--- src/rtl/spawn_gen.sv ---
// spawn_gen: packs serial LFSR bits into lane/type/gap spawn requests,
// counts the gap down in game ticks, then offers the request via valid/ready.
module spawn_gen #(
  parameter int LANE_BITS = 3,
  parameter int LANES     = 6,
  parameter int TYPE_BITS = 2,
  parameter int GAP_BITS  = 3,
  parameter int MIN_GAP   = 2
) (
  input  logic                 clk,
  input  logic                 clr_n,
  input  logic                 enable,
  input  logic                 rnd_bit,
  input  logic                 rnd_en,
  input  logic                 tick,
  output logic                 spawn_valid,
  input  logic                 spawn_ready,
  output logic [LANE_BITS-1:0] spawn_lane,
  output logic [TYPE_BITS-1:0] spawn_type,
  output logic [7:0]           spawn_count,
  output logic [7:0]           reject_count
);

  localparam int TOTAL    = LANE_BITS + TYPE_BITS + GAP_BITS;
  localparam int CNT_BITS = $clog2(TOTAL);
  localparam int GC_BITS  = $clog2(MIN_GAP + (1 << GAP_BITS));

  localparam logic [CNT_BITS-1:0]  LAST_BIT = CNT_BITS'(TOTAL - 1);
  localparam logic [LANE_BITS:0]   LANE_LIM = (LANE_BITS + 1)'(LANES);
  localparam logic [GC_BITS-1:0]   GAP_BASE = GC_BITS'(MIN_GAP);
  localparam logic [GC_BITS-1:0]   GAP_ONE  = GC_BITS'(1);
  localparam logic [CNT_BITS-1:0]  BIT_ONE  = CNT_BITS'(1);

  typedef enum logic [1:0] {
    COLLECT,
    WAIT,
    OFFER
  } state_t;

  state_t               state_q, state_d;
  logic [TOTAL-2:0]     word_q, word_d;
  logic [CNT_BITS-1:0]  bit_q, bit_d;
  logic [GC_BITS-1:0]   gap_q, gap_d;
  logic [LANE_BITS-1:0] lane_q, lane_d;
  logic [TYPE_BITS-1:0] type_q, type_d;
  logic                 valid_q, valid_d;
  logic [7:0]           scount_q, scount_d;
  logic [7:0]           rcount_q, rcount_d;

  // Only TOTAL-1 bits are stored: the final bit is decoded straight
  // from rnd_bit on the capturing edge, so the full word never needs a flop.
  logic [TOTAL-1:0]     word_full;
  logic [LANE_BITS-1:0] f_lane;
  logic [TYPE_BITS-1:0] f_type;
  logic [GAP_BITS-1:0]  f_gap;

  assign word_full = {word_q, rnd_bit};
  assign f_lane    = word_full[TOTAL-1 -: LANE_BITS];
  assign f_type    = word_full[GAP_BITS +: TYPE_BITS];
  assign f_gap     = word_full[GAP_BITS-1:0];

  always_comb begin
    state_d  = state_q;
    word_d   = word_q;
    bit_d    = bit_q;
    gap_d    = gap_q;
    lane_d   = lane_q;
    type_d   = type_q;
    valid_d  = valid_q;
    scount_d = scount_q;
    rcount_d = rcount_q;
    if (!enable) begin
      state_d = COLLECT;
      bit_d   = '0;
      gap_d   = '0;
      valid_d = 1'b0;
    end else begin
      unique case (state_q)
        COLLECT: begin
          if (rnd_en) begin
            word_d = word_full[TOTAL-2:0];
            if (bit_q == LAST_BIT) begin
              bit_d = '0;
              if ({1'b0, f_lane} < LANE_LIM) begin
                lane_d  = f_lane;
                type_d  = f_type;
                gap_d   = GAP_BASE + GC_BITS'(f_gap);
                state_d = WAIT;
              end else begin
                rcount_d = rcount_q + 8'd1;
              end
            end else begin
              bit_d = bit_q + BIT_ONE;
            end
          end
        end
        WAIT: begin
          if (tick) begin
            gap_d = gap_q - GAP_ONE;
            if (gap_q == GAP_ONE) begin
              state_d = OFFER;
              valid_d = 1'b1;
            end
          end
        end
        OFFER: begin
          if (spawn_ready) begin
            scount_d = scount_q + 8'd1;
            state_d  = COLLECT;
            bit_d    = '0;
            valid_d  = 1'b0;
          end
        end
        default: begin
          state_d = COLLECT;
          bit_d   = '0;
          valid_d = 1'b0;
        end
      endcase
    end
  end

  always_ff @(posedge clk or negedge clr_n) begin
    if (!clr_n) begin
      state_q  <= COLLECT;
      word_q   <= '0;
      bit_q    <= '0;
      gap_q    <= '0;
      lane_q   <= '0;
      type_q   <= '0;
      valid_q  <= 1'b0;
      scount_q <= 8'd0;
      rcount_q <= 8'd0;
    end else begin
      state_q  <= state_d;
      word_q   <= word_d;
      bit_q    <= bit_d;
      gap_q    <= gap_d;
      lane_q   <= lane_d;
      type_q   <= type_d;
      valid_q  <= valid_d;
      scount_q <= scount_d;
      rcount_q <= rcount_d;
    end
  end

  assign spawn_valid  = valid_q;
  assign spawn_lane   = lane_q;
  assign spawn_type   = type_q;
  assign spawn_count  = scount_q;
  assign reject_count = rcount_q;

endmodule

--- config.mk ---
export PLATFORM = sky130hd
export DESIGN_NAME = spawn_gen
export DESIGN_NICKNAME = d
export VERILOG_FILES = /design/src/rtl/spawn_gen.sv
export SDC_FILE = /design/constraint.sdc
export NUM_CORES = 1
export LEC_CHECK = 0
export ABC_AREA = 1
export CORE_ASPECT_RATIO = 0.5
export CORE_MARGIN = 2
export CORE_UTILIZATION = 54
export CTS_CLUSTER_DIAMETER = 60
export DETAILED_ROUTE_END_ITERATION = 8
export GPL_TIMING_DRIVEN = 0
export PLACE_DENSITY = 0.86
export SLEW_MARGIN = 20
export SYNTH_ARGS = -nofsm -noshare
export SYNTH_HDL_FRONTEND = slang
export SYNTH_SLANG_ARGS = --single-unit
--- constraint.sdc ---
create_clock -name clk -period 1.79 [get_ports clk]
set_input_delay 0.2685 -clock clk [delete_from_list [all_inputs] [get_ports clk]]
set_output_delay 0.2685 -clock clk [all_outputs]
set_load 0.05 [all_outputs]
Yosys cells after proc, flatten, opt, wreduce, memory -nomap -nowiden
Cells that the tools add are included.
W data, S select, Z words.
{"block": "word_totals", "elab_cells": 62, "reg_bits": 38, "output_inout_bits": 22}
{"block": "classes", "reduce_logical": 9, "bitwise": 1, "n_addsub": 5, "n_mux": 24, "order_cmp": 1, "n_eq_ne": 13}
{"op": "$mux W4", "n": 5}
{"op": "$ne A3 B3 Y1 const B", "n": 6}
{"op": "$add A8 B1 Y8 const B", "n": 2}
{"op": "$reduce_and A5 Y1", "n": 3}
{"op": "$mux W2", "n": 7}
{"op": "$mux W3", "n": 4}
{"op": "$pmux W3 S3", "n": 1}
{"op": "$reduce_and A3 Y1", "n": 3}
{"op": "$pmux W4 S2", "n": 1}
{"op": "$pmux W2 S3", "n": 1}
{"op": "$reduce_and A6 Y1", "n": 1}
{"op": "$add A2 B3 Y4 const A", "n": 1}
{"op": "$eq A4 B1 Y1 const B", "n": 1}
{"op": "$mux W1", "n": 4}
{"op": "$ne A2 B2 Y1 const B", "n": 2}
{"op": "$reduce_and A4 Y1", "n": 1}
{"op": "$sub A4 B1 Y4 const B", "n": 1}
{"op": "$add A3 B1 Y3 const B", "n": 1}
{"op": "$eq A3 B3 Y1 const B", "n": 1}
{"op": "$lt A3 B3 Y1 const B", "n": 1}
{"op": "$ne A3 B1 Y1 const B", "n": 1}
{"op": "$pmux W1 S3", "n": 1}
{"op": "$eq A2 B1 Y1 const B", "n": 1}
{"op": "$eq A2 B2 Y1 const B", "n": 1}
{"op": "other kinds (2)", "n": 2}

Logic depth before layout (Yosys ltp)
{"block": "depth", "word_depth": 6, "depth_mapped": 9, "mapped_depth_nobuf": 9}

Worst setup path after synthesis
OpenSTA, ideal clock, no wires.
{"block": "synth_timing", "path_kind": "register to register", "start": "register rcount_q[0], in the netlist reject_count[0]", "end": "register rcount_q[6], in the netlist reject_count[6]", "stages_incl_launch_ff": 7, "setup_slack_ns": 0.363, "t_arrival_ns": 1.307, "path_buffers": 0, "path_cell_list": "dfrtp_1 ha_1 nand3_1 inv_1 nand3_1 nand2_1 nand2_1"}
{"block": "synth_between", "elab_chain_len": 1}
{"item": "start: declaration", "line": "48", "source": "logic [7:0] rcount_q, rcount_d;"}
{"item": "start signal: assignment", "line": "143", "source": "rcount_q <= rcount_d;"}
{"item": "$add A8 B1 Y8", "line": "90", "source": "rcount_d = rcount_q + 8'd1;"}
No other way between the ends.
A chain may end at the register's enable or synchronous reset.

Final worst setup path
{"block": "layout_timing", "start": "register valid_q, in the netlist spawn_valid", "end": "output port spawn_valid"}
{"item": "start: declaration", "line": "46", "source": "logic valid_q, valid_d;"}
{"item": "start signal: assignment", "line": "141", "source": "valid_q <= valid_d;"}
{"item": "end: declaration", "line": "16", "source": "output logic spawn_valid,"}
No word-level cell between the ends.

==> metrics.txt <==
Final setup violation count=0; die span in x=91.31 µm; Max rail drop VDD=0.4439 mV; CP startpoint=spawn_valid; Cell Rows=15; crit path capture=spawn_valid; warnings from Yosys=0; DR iter-0 viols=68; vias in the first global route=1671; Worst Hold Class=primary input to register; register-to-register setup slack=200 ps; GRT Total Usage=0.2172; Worst-path clk slew=70 ps; syn nets=271; Placer Congestion=0.8677; Crit path required time=1520 ps; fmax=0.5802 GHz; count of input and output buffers=27; CTS buffer count=5; Layout area overhead=23.10%; H-tree depth=2; WS Path Type=register to primary output; die area=4351 µm²; min Tclk post-route=1724 ps; Leak=1.467 nW; Vias per Instance=5.209; period utilization=0.9629; CTS root buffer=clkbuf_8; Fillers=269; DRC Markers=0; outcome=completed; ys flop type=dfrtp_1; RSZ-0062 raised after global routing=false; 1st-pass router iterations=5; crit end category=primary output; RR Endpoint=gap_q[1]; commonest non-fill, non-tap cell in the layout=nand2_1; pwr dens=734.7 nW/µm²; crit path cell chain=clkdlybuf4s50_1; Startpoint Class=register; CP max FO=2; worst-skew pair later-pin latency=290 ps; R2R cell count=8; Slew @ Worst Pin=507.8 ps; Max Slew Vio Count=0; initial core utilization=0.5802; die height=47.66 µm; most frequent cells in the layout=nand2_1 (91), dfrtp_1 (38), inv_1 (37), nand3_1 (16), o21ai_0 (14); cell count along the critical path=1; slowest CP cell=clkdlybuf4s50_1; Synth area leader=dfrtp_1; fin nets=307; Hold Fails Final Rpt=0; Netlist cell types=25; min setup slack post-route=66.33 ps; initial antenna violation count=0; max incr delay on CP=810 ps; Syn Area/Cell=8.009 µm²; share of Yosys cell area claimed by the top area cell type=0.4620; final antenna-violating net count=0; Arr. time, crit path=1460 ps; FF+latch area=950.9 µm²; asr flop ratio synth=1.000; Via Count=1797; EDFF count, synth=0; CORE AREA=3547 µm²; first-pass GRT wire length=7272 µm; DP Worst Slack=199.2 ps; final wirelength=4275 µm; worst path bufs/invs=1; Sink Count=38; Syn Inst Count=257; reg-to-reg startpoint=bit_q[0]; I/O pins=29; Max-Cap Viols=0; worst clock skew=6.496 ps; Final HPWL DP=3060 µm; area of the multi-input gates=940.9 µm²; Power Total=1.862 mW; most area-consuming cells after synthesis=dfrtp_1 (46%), nand2_1 (17%), inv_1 (6.7%), ha_1 (4.3%), nand3_1 (3.9%); Antenna Diode Count=0; share of cells above drive strength 1=0.09864; #FFs+latches synth=38; post-synthesis sequential area ratio=0.4620; clk buf depth=2; grt ovf=0; CTS tree=yes; Slew HR=0.6609; crit-path leading delay family=buffers and inverters; cell area after synthesis=2058 µm²; drt wl/cell=12.39 µm; largest net degree at the start of global routing=21
## repair_timing
item                                    CTS  global route
resized for setup                        10             6
hold endpoints to repair                 18             0
hold buffers                              1             0
endpoints found under the setup margin   10             6
setup buffers                             0             0
## routing by layer
layer  GRT usage  vias up  wire length [µm]
li1            -      884                 -
met1      0.2569      852              1902
met2      0.4044       51              2118
met3     0.05669       10               192
met4     0.08485        0                61
met5           0        -                 0
## power breakdown
| part | total, mW | internal [mW] | switching, mW |
|---|---|---|---|
| sequential | 0.936 | 0.905 | 0.0310 |
| clock | 0.714 | 0.417 | 0.297 |
| combinational | 0.212 | 0.0747 | 0.138 |
| total | 1.86 | 1.40 | 0.465 |
## cell type report
type	count	share of cell area
multi-input cells	178	0.3714
repair buffers	29	0.1205
flip-flops and latches	38	0.3753
well taps	51	0.02519
clock inverters	1	0.01185
inverters	38	0.05630
clock buffers	7	0.03012
plain buffers	3	0.009383
## worst min-delay path by stage
stage | cells after the start | startpoint | endpoint
2_1_floorplan | 0 | clr_n | bit_q[0]
3_3_place_gp | 2 | bit_q[1] | bit_q[1]
3_5_place_dp | 1 | clr_n | gap_q[0]
4_1_cts | 5 | enable | gap_q[3]
5_1_grt | 5 | enable | gap_q[3]
6_report | 5 | enable | gap_q[3]
## state kept, by name (all words and copies together), names as in the netlist
| signal | flops |
|---|---|
| spawn_valid | 1 |
| spawn_type | 2 |
| spawn_count | 8 |
| gap_q | 4 |
| spawn_lane | 3 |
| word_q | 7 |
| state_q | 2 |
| reject_count | 8 |
| bit_q | 3 |
## cells by family after synthesis
| logic type | share of synthesized area |
|---|---|
| xor gates and xnor gates | 0.02554 |
| DFF | 0.4620 |
| AOI/OAI and AO/OA | 0.06261 |
| buffers and inverters | 0.08085 |
| adders and majority gates | 0.04255 |
| and+or+nand+nor | 0.3265 |
## cells in the mapped netlist, types with 2 or more instances
master	n
dfrtp_1	38
inv_1	37
nand3_1	16
xnor2_1	3
ha_1	7
a21oi_1	3
nand4_1	9
nor2_4	4
nand2_1	91
xor2_1	3
nand3_2	2
o21ai_2	5
nor2_1	13
nand2_2	2
o21ai_0	14
## worst reg2reg max path, delay by kind of cell, from the launching register on
family | cells | cell delay, ps
and+or+nand+nor | 5 | 650
DFF | 1 | 370
AOI/OAI and AO/OA | 1 | 80
adders and majority gates | 2 | 420
## per-stage QoR
step	area, µm²	util	setup TNS [ps]	hold slack, ps	instances
floorplan	2058	-	0	-27.09	257
global placement	2392	0.6744	-16260	459.2	335
detailed placement	2415	0.6808	0	243.2	336
CTS	2519	0.7101	0	403.0	345
global route	2534	0.7143	0	435.3	345
finish	2534	0.7143	0	416.3	345
(Power assumes the default switching activity.)
